[config.mk]
export PLATFORM = sky130hd
export DESIGN_NAME = hack_run_controller
export DESIGN_NICKNAME = d
export VERILOG_FILES = /design/src/rtl/hack_run_controller.sv
export SDC_FILE = /design/constraint.sdc
export NUM_CORES = 1
export LEC_CHECK = 0
export ABC_AREA = 1
export BUFFER_PORTS_ARGS = -buffer_cell sky130_fd_sc_hd__buf_4
export CORE_ASPECT_RATIO = 0.9
export CORE_MARGIN = 5
export CORE_UTILIZATION = 46
export CTS_CLUSTER_SIZE = 14
export DETAILED_ROUTE_END_ITERATION = 6
export PLACE_DENSITY = 0.91
export SLEW_MARGIN = 20
export SYNTH_ARGS = -nofsm -noshare
export SYNTH_HDL_FRONTEND = slang
export SYNTH_SLANG_ARGS = --single-unit
export TNS_END_PERCENT = 20
[constraint.sdc]
create_clock -name clk -period 1.94 [get_ports clk]
set_clock_uncertainty 0.2 [all_clocks]
set_input_delay 0.291 -clock clk [delete_from_list [all_inputs] [get_ports clk]]
set_output_delay 0.291 -clock clk [all_outputs]
set_load 0.1 [all_outputs]
[src/rtl/hack_run_controller.sv]
// hack_run_controller: loads a program into instruction ROM while the CPU is
// held in reset, issues one CPU reset cycle, then gates the CPU clock enable
// for halt / run / single-step / PC-breakpoint control.
module hack_run_controller #(
   parameter int ROM_AW = 15
) (
   input  logic              clk,
   input  logic              reset,
   input  logic              ld_valid,
   output logic              ld_ready,
   input  logic [15:0]       ld_data,
   input  logic              ld_last,
   input  logic              cmd_load,
   input  logic              cmd_run,
   input  logic              cmd_halt,
   input  logic              cmd_step,
   input  logic              bp_en,
   input  logic [ROM_AW-1:0] bp_addr,
   input  logic [ROM_AW-1:0] cpu_pc,
   output logic              cpu_reset,
   output logic              cpu_clk_en,
   output logic              rom_we,
   output logic [ROM_AW-1:0] rom_addr,
   output logic [15:0]       rom_wdata,
   output logic              halted,
   output logic              bp_hit,
   output logic              ld_wrap
);

   typedef enum logic [2:0] {
      S_LOAD,
      S_RSTCYC,
      S_HALT,
      S_RUN,
      S_STEP
   } state_t;

   state_t            state;
   state_t            next_state;
   logic [ROM_AW-1:0] ld_cnt;
   logic              armed;
   logic              ready_q;
   logic              cpu_reset_q;
   logic              halted_q;
   logic              handshake;
   logic              bp_match;

   // ready_q is only ever 1 while in LOAD, so it alone qualifies the handshake
   assign handshake = ld_valid & ready_q;
   // armed stays low during the first RUN cycle so a resume from a breakpoint
   // executes the instruction sitting at the breakpoint address
   assign bp_match  = bp_en & armed & (cpu_pc == bp_addr);

   assign ld_ready  = ready_q;
   assign cpu_reset = cpu_reset_q;
   assign halted    = halted_q;
   assign rom_we    = handshake;
   assign rom_addr  = ld_cnt;
   assign rom_wdata = ld_data;

   // Next-state selection; command priority is load > halt > step > run,
   // and commands that do not apply in the current state fall through.
   always_comb begin
      // NOTE: default assignment first so every path drives next_state and no latch is inferred.
      next_state = state;
      unique case (state)
         S_LOAD:   if (handshake && ld_last) next_state = S_RSTCYC;
         S_RSTCYC: next_state = cmd_load ? S_LOAD : S_HALT;
         S_HALT: begin
            if (cmd_load)      next_state = S_LOAD;
            else if (cmd_step) next_state = S_STEP;
            else if (cmd_run)  next_state = S_RUN;
         end
         S_STEP:   next_state = cmd_load ? S_LOAD : S_HALT;
         S_RUN: begin
            if (cmd_load)                  next_state = S_LOAD;
            else if (cmd_halt || bp_match) next_state = S_HALT;
         end
         default:  next_state = S_LOAD;
      endcase
   end

   // CPU clock enable: open for the reset cycle and a step, gated same-cycle
   // by the breakpoint comparator while running.
   always_comb begin
      cpu_clk_en = 1'b0;
      unique case (state)
         S_RSTCYC, S_STEP: cpu_clk_en = 1'b1;
         S_RUN:            cpu_clk_en = ~bp_match;
         default:          cpu_clk_en = 1'b0;
      endcase
   end

   // State register, load counter, sticky flags and registered status outputs.
   always_ff @(posedge clk or posedge reset) begin
      if (reset) begin
         state       <= S_LOAD;
         ld_cnt      <= '0;
         ld_wrap     <= 1'b0;
         bp_hit      <= 1'b0;
         armed       <= 1'b0;
         ready_q     <= 1'b0;
         cpu_reset_q <= 1'b1;
         halted_q    <= 1'b0;
      end else begin
         // NOTE: non-blocking assignments so every register here samples pre-edge values.
         state       <= next_state;
         ready_q     <= (next_state == S_LOAD);
         cpu_reset_q <= (next_state == S_LOAD) || (next_state == S_RSTCYC);
         halted_q    <= (next_state == S_HALT);
         armed       <= (state == S_RUN);

         if (state == S_LOAD && handshake) begin
            ld_cnt <= ld_cnt + ROM_AW'(1);
            if (&ld_cnt) ld_wrap <= 1'b1;
         end

         if (state == S_RUN && bp_match && !cmd_load) bp_hit <= 1'b1;
         if (state == S_HALT && next_state == S_RUN)  bp_hit <= 1'b0;

         // Abandoning execution restarts the load from address 0 with clean flags
         if (state != S_LOAD && next_state == S_LOAD) begin
            ld_cnt  <= '0;
            ld_wrap <= 1'b0;
            bp_hit  <= 1'b0;
         end
      end
   end

endmodule
# Word-level counts from Yosys, hierarchy flattened
# Cells that the tools add are included.
[totals] regBits=24 output_inout_bits=38 word_cells=56
[op_classes] addsub=1 n_eq_ne=8 n_mux=17 n_bitwise=4 reduce_logical=18
[ops] op="15-bit two-way mux" n=2
[ops] op="3-bit two-way mux" n=6
[ops] op="15-bit by 1-bit adder with 15-bit output, second input constant" n=1
[ops] op="15-bit == test" n=1
[ops] op="15-bit AND reduction" n=1
[ops] op="3-bit by 2-bit == test with 1-bit output, second input constant" n=4
[ops] op="3-bit case mux with 4 select lines" n=1
[ops] op="3-bit by 1-bit == test with 1-bit output, second input constant" n=2
[ops] op="1-bit logical AND" n=6
[ops] op="3-bit zero test" n=2
[ops] op="1-bit two-way mux" n=6
[ops] op="3-bit nonzero test" n=2
[ops] op="2-bit nonzero test" n=2
[ops] op="1-bit AND" n=3
[ops] op="3-bit == test, second input constant" n=1
[ops] op="1-bit logical OR" n=2
[ops] op="2-bit two-way mux" n=1
[ops] op="1-bit case mux with 2 select lines" n=1
[ops] op="2-bit AND reduction" n=1
[ops] op="2-bit OR reduction" n=1
[ops] op="1-bit zero test" n=1
[ops] op="1-bit inverter" n=1

# Longest topological paths before layout
# Gate-level depths: netlist of the first run.
[depth] word_depth=10 mapped_depth=12 depth_no_buf=12

# Worst setup path after synthesis of the first run
# No wires, ideal clock.
[synth_path] path_type="reg-to-reg" from="register ready_q, in the netlist ld_ready" to="register ld_cnt[9], in the netlist rom_addr[9]" arrival_time_ns=2.842 t_required_ns=1.626 setup_slack_ns=-1.216 stages_incl_launch_ff=11 path_buffers=0 synth_period_minus_slack_ns=3.156 path_cell_list="dfrtp_1 nand2_1 inv_1 nand3_2 nor2_2 nand2_1 nor3_1 nand3_1 and2_1 nand2_1 inv_1"
[synth_between] elab_chain_len=7 elab_cells_between_ends=9 classes_between="mux (3); bitwise (1); reduce/logical (5)"
[synth_rtl] element="from (decl)" line_no="42" rtl="logic ready_q;"
[synth_rtl] element="from (signal assigned)" line_no="108" rtl="ready_q <= (next_state == S_LOAD);"
[synth_rtl] element="1-bit AND (*)" line_no="49" rtl="assign handshake = ld_valid & ready_q;"
[synth_rtl] element="net rom_we" line_no="22" rtl="output logic rom_we,"
[synth_rtl] element="1-bit logical AND" line_no="67" rtl="S_LOAD: if (handshake && ld_last) next_state = S_RSTCYC;"
[synth_rtl] element="3-bit two-way mux" line_no="67"
[synth_rtl] element="3-bit case mux with 4 select lines" line_no="66" rtl="unique case (state)"
[synth_rtl] element="3-bit zero test" line_no="122" rtl="if (state != S_LOAD && next_state == S_LOAD) begin"
[synth_rtl] element="1-bit logical AND" line_no="122"
[synth_rtl] element="15-bit two-way mux or 2-bit nonzero test (tied branches)"
[synth_rtl] element="to (signal assigned)" line_no="114" rtl="ld_cnt <= ld_cnt + ROM_AW'(1);"
[synth_rtl] element="to (decl)" line_no="40" rtl="logic [ROM_AW-1:0] ld_cnt;"
# The timed path passes the listed nets; every way through them passes the cells marked *.
# A chain may end at the register's enable or synchronous reset.

# Worst setup path in the final report of the first run
[layout_path] from="register armed" to="output port cpu_clk_en"
[layout_between] elab_chain_len=4
[layout_rtl] element="from (decl)" line_no="41" rtl="logic armed;"
[layout_rtl] element="from (signal assigned)" line_no="111" rtl="armed <= (state == S_RUN);"
[layout_rtl] element="1-bit AND (2 in series)" line_no="52" rtl="assign bp_match = bp_en & armed & (cpu_pc == bp_addr);"
[layout_rtl] element="1-bit inverter" line_no="89" rtl="S_RUN: cpu_clk_en = ~bp_match;"
[layout_rtl] element="1-bit case mux with 2 select lines" line_no="87" rtl="unique case (state)"
[layout_rtl] element="to (decl)" line_no="21" rtl="output logic cpu_clk_en,"
# No other way between the ends.

==> Implementation_results.wiki, run 1 <==
{| class="wikitable"
! Metric !! Value
|-
| Clock tree from TritonCTS || built
|-
| Core Region || around 0.004 mm²
|-
| Number of standard-cell rows in the floorplan || 22
|-
| Data required time of the critical path || between 1 and 1.5 ns
|-
| Achievable Freq || around 500 MHz
|-
| Transition time of the tightest slew-check pin || 0.385 ns
|-
| Initial DRT Pass Iterations || 4
|-
| Clock Latency Late Sink || between 0.2 and 0.3 ns
|-
| Cell at the root of the clock tree || sky130_fd_sc_hd__clkbuf_8
|-
| Met1 Usage GRT || between 15 and 20%
|-
| Pins over their slew limit || 0
|-
| Share of layout cells above drive strength 1 || a little under two fifths
|-
| Met2 track utilization from global routing || between 20% and 30%
|-
| EDFF count, synth || 0
|-
| Place WS || 0.0716 ns
|-
| Final weighted congestion in routability-driven placement || ~0.80
|-
| Commonest cells in the synthesized netlist || 86 x sky130_fd_sc_hd__nand2_1, 65 x sky130_fd_sc_hd__inv_1, 23 x sky130_fd_sc_hd__dfrtp_1
|-
| CTS Buf Count || 3
|-
| Main flop type after synthesis || sky130_fd_sc_hd__dfrtp_1
|-
| Relative slew slack || approximately three quarters
|-
| Die area || between 0.005 and 0.006 mm²
|-
| Mapped cell area || around 0.0019 mm²
|-
| RSZ-0062 raised after global routing || yes
|-
| Smallest setup slack after layout || -0.0767 ns
|-
| Layout-stage area growth over the synthesis result || 30.1%
|-
| Number of buffers on the longest clock path || 2
|-
| Vias after detailed routing || 1,739
|-
| Depth of the CTS H-tree || 1
|-
| Maximum vdd ir drop || just over 1 mV
|-
| Antenna violations before repair || 0
|-
| CP Launch Type || flip-flop
|-
| Sequential element share of the synthesized area || approximately 32%
|-
| Number of warning messages in the yosys log || 0
|-
| Number of global-route vias before repair || 1,626
|-
| Share of flip-flops with an asynchronous set or reset after synthesis || between 90% and 100%
|-
| Antenna fix cells || 0
|-
| Post-route clock period utilization || 104%
|-
| Violation count after the first detailed-route iteration || between 50 and 60
|-
| Synth top area share || 30.6%
|-
| Synthesized netlist cell count || 282
|-
| Library cell occupying the most area in the post-synthesis netlist || sky130_fd_sc_hd__dfrtp_1
|-
| Number of buffer cells added on primary ports || 60
|-
| Half-perimeter wire length after detailed placement || roughly 3.3 mm
|-
| Dominant cells by area after synthesis || sky130_fd_sc_hd__dfrtp_1 31%, sky130_fd_sc_hd__nand2_1 17%, sky130_fd_sc_hd__inv_1 13%
|-
| Total number of clock tree sinks || 24
|-
| WL final || slightly above 4 mm
|-
| Wire length of the first global-routing pass || between 6 and 7 mm
|-
| Power per cell area || approximately 710 mW/mm²
|-
| Global routing usage on met3 || under 10%
|-
| Count of final hold-check violations || 0
|-
| Most used routing layer || met2
|-
| Post-detailed-route via-to-cell ratio || 4.49
|-
| Max Fanout on Critical Path || 2
|-
| Routed length per instance || 10.5 µm
|-
| Pin count of the biggest net entering global routing || 25
|-
| Count of nets after finishing || between 300 and 400
|-
| Category of the worst setup path capture point || output pin
|-
| Leakage power summed over all cells || approximately 0.0015 µW
|-
| Violations in the final reports || setup timing
|-
| Clock-pin slew reported for the worst setup and hold paths after clock tree synthesis || 0.09 ns
|-
| Shortest clock period the worst path allows after layout || between 2 and 2.5 ns
|-
| Number of unique standard cell types used by synthesis || 34
|-
| Sum of overflow across all layers after global routing || 0
|-
| Average size of a mapped cell || roughly 6.7 µm²
|-
| Residual antenna-violating net count after detailed routing || 0
|-
| Initial Utilization || a little under half
|-
| DRC || 0
|-
| Crit path arrival time || around 1.5 ns
|-
| #FFs+latches synth || 24
|-
| Min-delay worst type || input pin to flip-flop
|-
| Net count after synthesis || between 300 and 400
|-
| Outcome || finished, violations left
|-
| Most used standard cell by instance count after synthesis || sky130_fd_sc_hd__nand2_1
|-
| Final core utilization || between 60% and 70%
|-
| Max-capacitance violation count || 0
|-
| Overall Global Routing Usage || between 15 and 20%
|-
| Die span in y || between 70 and 80 µm
|-
| Critical path class || flip-flop to output pin
|-
| Final setup fails || 1
|-
| Die Span X || between 70 and 80 µm
|-
| Boundary pin count || slightly above 90
|}
registers in the layout, indices dropped and copies added (netlist names):
signal	cells
ld_wrap	1
bp_hit	1
state	3
ld_ready	1
halted	1
rom_addr	15
cpu_reset	1
armed	1
path summary, 6_finish.rpt:
check	startpoint	endpoint	slack [ns]	cells after the start
worst min register to register	ld_wrap	ld_wrap	0.36	4
max in group asynchronous	reset	cpu_reset	0.84	4
worst max register to register	armed	bp_hit	0.02	16
min in group asynchronous	reset	rom_addr[14]	0.42	4
worst max-delay path	armed	cpu_clk_en	-0.08	9
worst min-delay path	cmd_load	state[1]	0.03	2
cells by family (layout without fill, tap and decap cells):
group           count (synthesis)  count (layout)  share of synthesized area [%]
compound gates                  8               8                           2.99
xor+xnor                        8               8                           3.73
fa+ha+maj                       1               1                          0.665
buf+inv                        96             153                           23.2
flops                          24              24                           32.0
simple gates                  145             145                           37.4
area by class of cell:
type / instances / area, µm²
flip-flops and latches: 24 / 614
well taps: 48 / 60.1
inverters: 79 / 300
multi-input cells: 162 / 875
clock buffers: 4 / 45.0
repair buffers: 70 / 553
fillers: 366 / 1570
report_power, final:
group	total, µW	internal (µW)	leakage, µW	switching (µW)
logic	831	254	0.00121	577
registers	595	553	0.000313	42.5
clock network	305	147	0.0000228	158
total	1730	953	0.00155	778
through the flow:
| stage | hold WS (ns) | TNS, ns | power, µW | instance area [µm²] | std cells |
|---|---|---|---|---|---|
| after floorplan | 0.104 | -1.96 | 1360 | 1910 | 282 |
| after global placement | 0.162 | 0 | 1410 | 2320 | 376 |
| after detailed placement | 0.162 | 0 | 1420 | 2320 | 376 |
| after CTS | 0.0254 | -0.0980 | 1740 | 2430 | 387 |
| after global routing | 0.0256 | -0.303 | 1830 | 2450 | 387 |
| final | 0.0311 | -0.0767 | 1730 | 2450 | 387 |
per-layer routing:
metal	wire, µm	share of wire [%]
met1	1740	43
met2	2050	51
met3	233	5.8
met4	27	0.67
met5	0	0
layout by cell type (no fill, tap or decap), types with 3 or more instances in the layout:
cell type                  count
sky130_fd_sc_hd__xor2_1        6
sky130_fd_sc_hd__clkbuf_8      3
sky130_fd_sc_hd__buf_4        67
sky130_fd_sc_hd__dfrtp_2       7
sky130_fd_sc_hd__nand2_1      85
sky130_fd_sc_hd__dfrtp_1      15
sky130_fd_sc_hd__nand4_1       3
sky130_fd_sc_hd__nor2_1       18
sky130_fd_sc_hd__inv_1        64
sky130_fd_sc_hd__nor3_2        4
sky130_fd_sc_hd__nand2_2      10
sky130_fd_sc_hd__inv_2        14
sky130_fd_sc_hd__nor3_1        3
sky130_fd_sc_hd__nor2_2        4
sky130_fd_sc_hd__nand3_1       6
timing repair:
| item | 4_1_cts | 5_1_grt |
|---|---|---|
| setup buffers | 6 | 0 |
| setup endpoints to repair | 1 | 6 |
| gates resized for setup | 6 | 2 |
| hold buffers | 1 | 0 |
| hold endpoints to repair | 23 | 0 |
| pin swaps | 3 | 1 |
worst max-delay path, cell delays in order, from the launching register on:
cell and delay [ns]:
sky130_fd_sc_hd__dfrtp_1 0.34, sky130_fd_sc_hd__nand2_1 0.05, sky130_fd_sc_hd__inv_1 0.05, sky130_fd_sc_hd__nand2_1 0.04, sky130_fd_sc_hd__nor2_1 0.09, sky130_fd_sc_hd__nand2_1 0.09, sky130_fd_sc_hd__nor2_2 0.11, sky130_fd_sc_hd__nand2_1 0.08
sky130_fd_sc_hd__a32o_2 0.24, sky130_fd_sc_hd__buf_12 0.16
(Power assumes the default switching activity.)
==> inputs of run 2 (changes only) <==
--- a/config.mk
+++ b/config.mk
@@ -13,6 +13,7 @@
 export CTS_CLUSTER_SIZE = 14
 export DETAILED_ROUTE_END_ITERATION = 6
 export PLACE_DENSITY = 0.91
+export SKIP_CTS_REPAIR_TIMING = 1
 export SLEW_MARGIN = 20
 export SYNTH_ARGS = -nofsm -noshare
 export SYNTH_HDL_FRONTEND = slang
==> Implementation_results.wiki, run 2 (synthesis gave the netlist of run 1 again) <==
{| class="wikitable"
! Metric !! Value
|-
| Number of standard-cell rows in the floorplan || 22
|-
| RSZ-0062 raised after global routing || yes
|-
| Depth of the CTS H-tree || 1
|-
| Count of final hold-check violations || 0
|-
| Max Fanout on Critical Path || 2
|-
| Total power || 1730 µW
|-
| Most frequent standard cell in the layout excluding fill and tap cells || sky130_fd_sc_hd__nand2_1
|-
| Max-capacitance violation count || 0
|-
| Worst R2R Start || state[0]
|-
| Post-detailed-route via-to-cell ratio || between 4 and 5
|-
| Initial Utilization || a little under half
|-
| Smallest setup slack after layout || -0.0734 ns
|-
| Shortest clock period the worst path allows after layout || 2.01 ns
|-
| Clock-pin slew reported for the worst setup and hold paths after clock tree synthesis || 0.08 ns
|-
| WL final || between 4 and 5 mm
|-
| Pin count of the biggest net entering global routing || 25
|-
| CTS Buf Count || 3
|-
| Critical path class || flip-flop to output pin
|-
| Antenna violations before repair || 0
|-
| Core Region || between 0.004 and 0.005 mm²
|-
| Overall Global Routing Usage || 14.8%
|-
| Beginning of the worst hold path || cmd_load
|-
| CP Launch Type || flip-flop
|-
| Number of buffer cells added on primary ports || 60
|-
| Layout-stage area growth over the synthesis result || 28.1%
|-
| DRC || 0
|-
| Min-delay worst type || input pin to flip-flop
|-
| Maximum vdd ir drop || about 1.0 mV
|-
| Place WS || 0.0716 ns
|-
| Outcome || finished, violations left
|-
| Top library cells by usage in the layout, fill and taps aside || 85 x sky130_fd_sc_hd__nand2_1, 64 x sky130_fd_sc_hd__inv_1, 62 x sky130_fd_sc_hd__buf_4
|-
| Number of global-route vias before repair || about 1,600
|-
| Share of layout cells above drive strength 1 || between 30% and 40%
|-
| Number of flip-flops in the largest register || 15
|-
| Clock tree from TritonCTS || built
|-
| Die Span X || between 70 and 80 µm
|-
| Category of the worst setup path capture point || output pin
|-
| RR Endpoint || rom_addr[13]
|-
| Violation count after the first detailed-route iteration || between 60 and 70
|-
| Worst setup slack for register-to-register paths || 0.12 ns
|-
| Depth of the worst register-to-register path || 12
|-
| Count of nets after finishing || between 300 and 400
|-
| Data required time of the critical path || 1.45 ns
|-
| Die area || 0.00547 mm²
|-
| Post-route clock period utilization || 104%
|-
| Power per cell area || 718 mW/mm²
|-
| Violations in the final reports || setup timing
|-
| Final weighted congestion in routability-driven placement || approximately 0.8
|-
| Cell at the root of the clock tree || sky130_fd_sc_hd__clkbuf_8
|-
| Wire length of the first global-routing pass || between 6 and 7 mm
|-
| Number of buffers on the longest clock path || 2
|-
| Worst Hold Path EP || state[1]
|-
| Initial DRT Pass Iterations || 4
|-
| Relative slew slack || between 70% and 80%
|-
| Transition time of the tightest slew-check pin || around 0.38 ns
|-
| Total number of clock tree sinks || 24
|-
| Half-perimeter wire length after detailed placement || 3.30 mm
|-
| Antenna fix cells || 0
|-
| Die span in y || slightly above 70 µm
|-
| Hold-critical path depth || 2
|-
| Residual antenna-violating net count after detailed routing || 0
|-
| Final setup fails || 1
|-
| Achievable Freq || roughly 500 MHz
|-
| Crit path arrival time || around 1.5 ns
|-
| Boundary pin count || 93
|-
| Leakage power summed over all cells || 0.00152 µW
|-
| Routed length per instance || ~11 µm
|-
| Pins over their slew limit || 0
|-
| Sum of overflow across all layers after global routing || 0
|-
| Final core utilization || between 50% and 60%
|-
| Clock Latency Late Sink || 0.26 ns
|-
| Vias after detailed routing || around 1,700
|}
[run 2: area by class of cell]
cell class,count,area [µm²]
Clock buffer,4,45.0
Fill cell,373,1610
Inverter,79,300
Multi-Input combinational cell,162,875
Sequential cell,24,614
Tap cell,48,60.1
Timing Repair Buffer,65,515
[run 2: worst max path at each step]
stage | startpoint | endpoint | slack, ns
after floorplan | ld_ready | rom_addr[9] | -0.28
after global placement | cpu_pc[12] | cpu_clk_en | 0.13
after detailed placement | bp_en | cpu_clk_en | 0.07
after CTS | armed | cpu_clk_en | -0.18
after global routing | armed | cpu_clk_en | -0.19
final | armed | cpu_clk_en | -0.07
[run 2: power breakdown]
part	switching, µW	internal (µW)
combinational	579	254
clock	156	147
sequential	42.5	553
[run 2: metrics by stage]
| step | TNS [ns] | cells | hold slack, ns | instance area [µm²] |
|---|---|---|---|---|
| floorplan | -1.96 | 282 | 0.104 | 1910 |
| global placement | 0 | 376 | 0.162 | 2320 |
| detailed placement | 0 | 376 | 0.162 | 2320 |
| CTS | -0.179 | 380 | -0.127 | 2360 |
| global route | -0.232 | 382 | 0.0256 | 2410 |
| finish | -0.0734 | 382 | 0.0322 | 2410 |
[run 2: per-layer routing]
metal	up-vias	routed length, µm	global-route usage [%]
met5	-	0	0
met2	35	2050	25.8
li1	901	-	-
met4	0	40	2.67
met1	794	1720	17.9
met3	6	251	4.96
[run 2: critical path, stage by stage (launching register included)]
cell and delay (ns):
sky130_fd_sc_hd__dfrtp_1 0.34, sky130_fd_sc_hd__nand2_1 0.05, sky130_fd_sc_hd__inv_1 0.05, sky130_fd_sc_hd__nand2_1 0.04, sky130_fd_sc_hd__nor2_1 0.09, sky130_fd_sc_hd__nand2_1 0.08
sky130_fd_sc_hd__nor2_2 0.11, sky130_fd_sc_hd__nand2_1 0.08, sky130_fd_sc_hd__a32o_2 0.24, sky130_fd_sc_hd__buf_12 0.16
==> inputs of run 3 (changes only) <==
--- a/config.mk
+++ b/config.mk
@@ -9,10 +9,10 @@
 export BUFFER_PORTS_ARGS = -buffer_cell sky130_fd_sc_hd__buf_4
 export CORE_ASPECT_RATIO = 0.9
 export CORE_MARGIN = 5
-export CORE_UTILIZATION = 46
+export CORE_UTILIZATION = 50
 export CTS_CLUSTER_SIZE = 14
 export DETAILED_ROUTE_END_ITERATION = 6
-export PLACE_DENSITY = 0.91
+export PLACE_DENSITY = 0.86
 export SKIP_CTS_REPAIR_TIMING = 1
 export SLEW_MARGIN = 20
 export SYNTH_ARGS = -nofsm -noshare
==> constraint.sdc (replaced) <==
create_clock -name clk -period 2.4 [get_ports clk]
set_clock_uncertainty 0.2 [all_clocks]
set_input_delay 0.36 -clock clk [delete_from_list [all_inputs] [get_ports clk]]
set_output_delay 0.36 -clock clk [all_outputs]
set_load 0.1 [all_outputs]
==> Implementation_results.wiki, run 3 (synthesis gave the netlist of run 1 again) <==
{| class="wikitable"
! Metric !! Value
|-
| Outcome || finished, violations left
|-
| Violations in the final reports || hold timing
|-
| Residual antenna-violating net count after detailed routing || 0
|-
| Worst setup path startpoint || armed
|-
| Max-capacitance violation count || 0
|-
| Die Span X || 74.6 µm
|-
| Worst setup slack for register-to-register paths || ~0.42 ns
|-
| Routed length per instance || between 10 and 15 µm
|-
| Number of standard-cell rows in the floorplan || 21
|-
| Count of nets after finishing || roughly 390
|-
| Pin count of the biggest net entering global routing || 18
|-
| Shortest clock period the worst path allows after layout || roughly 2.1 ns
|-
| Final weighted congestion in routability-driven placement || between 0.8 and 0.9
|-
| Post-Route Setup TNS || 0 ns
|-
| Number of filler cells placed in the layout || 334
|-
| Final cell area excluding filler cells || 0.00232 mm²
|-
| Top library cells by usage in the layout, fill and taps aside || 86 x sky130_fd_sc_hd__nand2_1, 64 x sky130_fd_sc_hd__inv_1, 61 x sky130_fd_sc_hd__buf_4
|-
| Post-detailed-route via-to-cell ratio || around 4.4
|-
| CTS Buf Count || 3
|-
| Final-layout worst hold slack || -0.0248 ns
|-
| Cell at the root of the clock tree || sky130_fd_sc_hd__clkbuf_8
|-
| Layout-stage area growth over the synthesis result || 23.4%
|-
| RSZ-0062 raised after global routing || no
|-
| Max Fanout on Critical Path || 2
|-
| Initial Utilization || between 50% and 60%
|-
| Critical path class || flip-flop to output pin
|-
| Total number of clock tree sinks || 24
|-
| Post-route clock period utilization || 87.1%
|-
| Wire length of the first global-routing pass || 6.72 mm
|-
| Count of final hold-check violations || 15
|-
| Pins over their slew limit || 0
|-
| Achievable Freq || about 480 MHz
|-
| Clock-pin slew reported for the worst setup and hold paths after clock tree synthesis || 0.08 ns
|-
| Antenna violations before repair || 0
|-
| Most frequent standard cell in the layout excluding fill and tap cells || sky130_fd_sc_hd__nand2_1
|-
| Number of buffers on the longest clock path || 2
|-
| Initial DRT Pass Iterations || 4
|-
| Crit path arrival time || 1.53 ns
|-
| Number of buffer cells added on primary ports || 60
|-
| Clock tree from TritonCTS || built
|-
| Clock Latency Late Sink || 0.27 ns
|-
| Core Region || ~0.0037 mm²
|-
| Worst R2R Start || rom_addr[0]
|-
| Share of layout cells above drive strength 1 || around 33%
|-
| Depth of the CTS H-tree || 1
|-
| Final core utilization || between 60% and 70%
|-
| Number of flip-flops in the largest register || 15
|-
| Power per cell area || approximately 600 mW/mm²
|-
| Overall Global Routing Usage || between 10% and 20%
|-
| Area after DPL || 0.00227 mm²
|-
| Leakage power summed over all cells || ~0.0015 µW
|-
| Sum of overflow across all layers after global routing || 0
|-
| Die span in y || 68.2 µm
|-
| WL final || slightly below 4 mm
|-
| Transition time of the tightest slew-check pin || about 0.65 ns
|-
| Die area || around 0.005 mm²
|-
| Final setup fails || 0
|-
| Maximum vdd ir drop || approximately 0.48 mV
|-
| Vias after detailed routing || 1,660
|-
| Number of global-route vias before repair || 1,619
|-
| Category of the worst setup path capture point || output pin
|-
| CP Launch Type || flip-flop
|-
| Violation count after the first detailed-route iteration || between 100 and 150
|-
| Relative slew slack || a little under three fifths
|-
| DRC || 0
|-
| Half-perimeter wire length after detailed placement || roughly 3.2 mm
|-
| Data required time of the critical path || between 1.5 and 2 ns
|-
| Total power || 1370 µW
|-
| Antenna fix cells || 0
|-
| Min-delay worst type || input pin to asynchronous set/reset pin
|-
| Boundary pin count || between 90 and 100
|}
run 3: power breakdown:
part | switching [µW] | leakage (µW) | internal, µW
Clock | 126 | 0.0000288 | 146
Sequential | 36.5 | 0.000321 | 445
Combinational | 450 | 0.00113 | 167
run 3: path summary, 6_finish.rpt:
path	depth (start not counted)	to
hold reg to reg	4	ld_wrap
min in group clk	2	state[1]
setup reg to reg	9	rom_addr[12]
max in group asynchronous	3	rom_addr[3]
setup / recovery	9	cpu_clk_en
hold / removal	2	ld_wrap
run 3: routing by layer:
| layer | up-vias | GRT usage (%) | part of all wire [%] | wire length [µm] |
|---|---|---|---|---|
| met1 | 728 | 21.6 | 44 | 1710 |
| met2 | 40 | 29.5 | 50 | 1930 |
| met3 | 2 | 2.94 | 5.7 | 221 |
| li1 | 890 | - | - | - |
| met5 | - | 0 | 0 | 0 |
| met4 | 0 | 3.33 | 0.23 | 9 |
run 3: final cells by class:
class | instances | area, µm² | area share (%)
tap | 46 | 57.6 | 2.48
clock buffer | 4 | 55.1 | 2.37
multi-input combinational | 162 | 842 | 36.3
timing repair buffer | 61 | 458 | 19.7
inverter | 79 | 300 | 12.9
sequential | 24 | 608 | 26.2
run 3: through the flow:
step | setup WS [ns] | instances
after CTS | 0.297 | 376
after detailed placement | 0.406 | 372
after global placement | 0.439 | 372
after floorplan | -0.00284 | 282
after global routing | 0.0893 | 376
final | 0.311 | 376
run 3: critical path, stage by stage, from the launching register on:
cell	delay [ns]
sky130_fd_sc_hd__dfrtp_1	0.33
sky130_fd_sc_hd__nand2_1	0.04
sky130_fd_sc_hd__inv_1	0.04
sky130_fd_sc_hd__nand2_1	0.04
sky130_fd_sc_hd__nor2_1	0.09
sky130_fd_sc_hd__nand2_1	0.05
sky130_fd_sc_hd__nor2_1	0.14
sky130_fd_sc_hd__nand2_1	0.09
sky130_fd_sc_hd__a32o_1	0.21
sky130_fd_sc_hd__buf_4	0.23
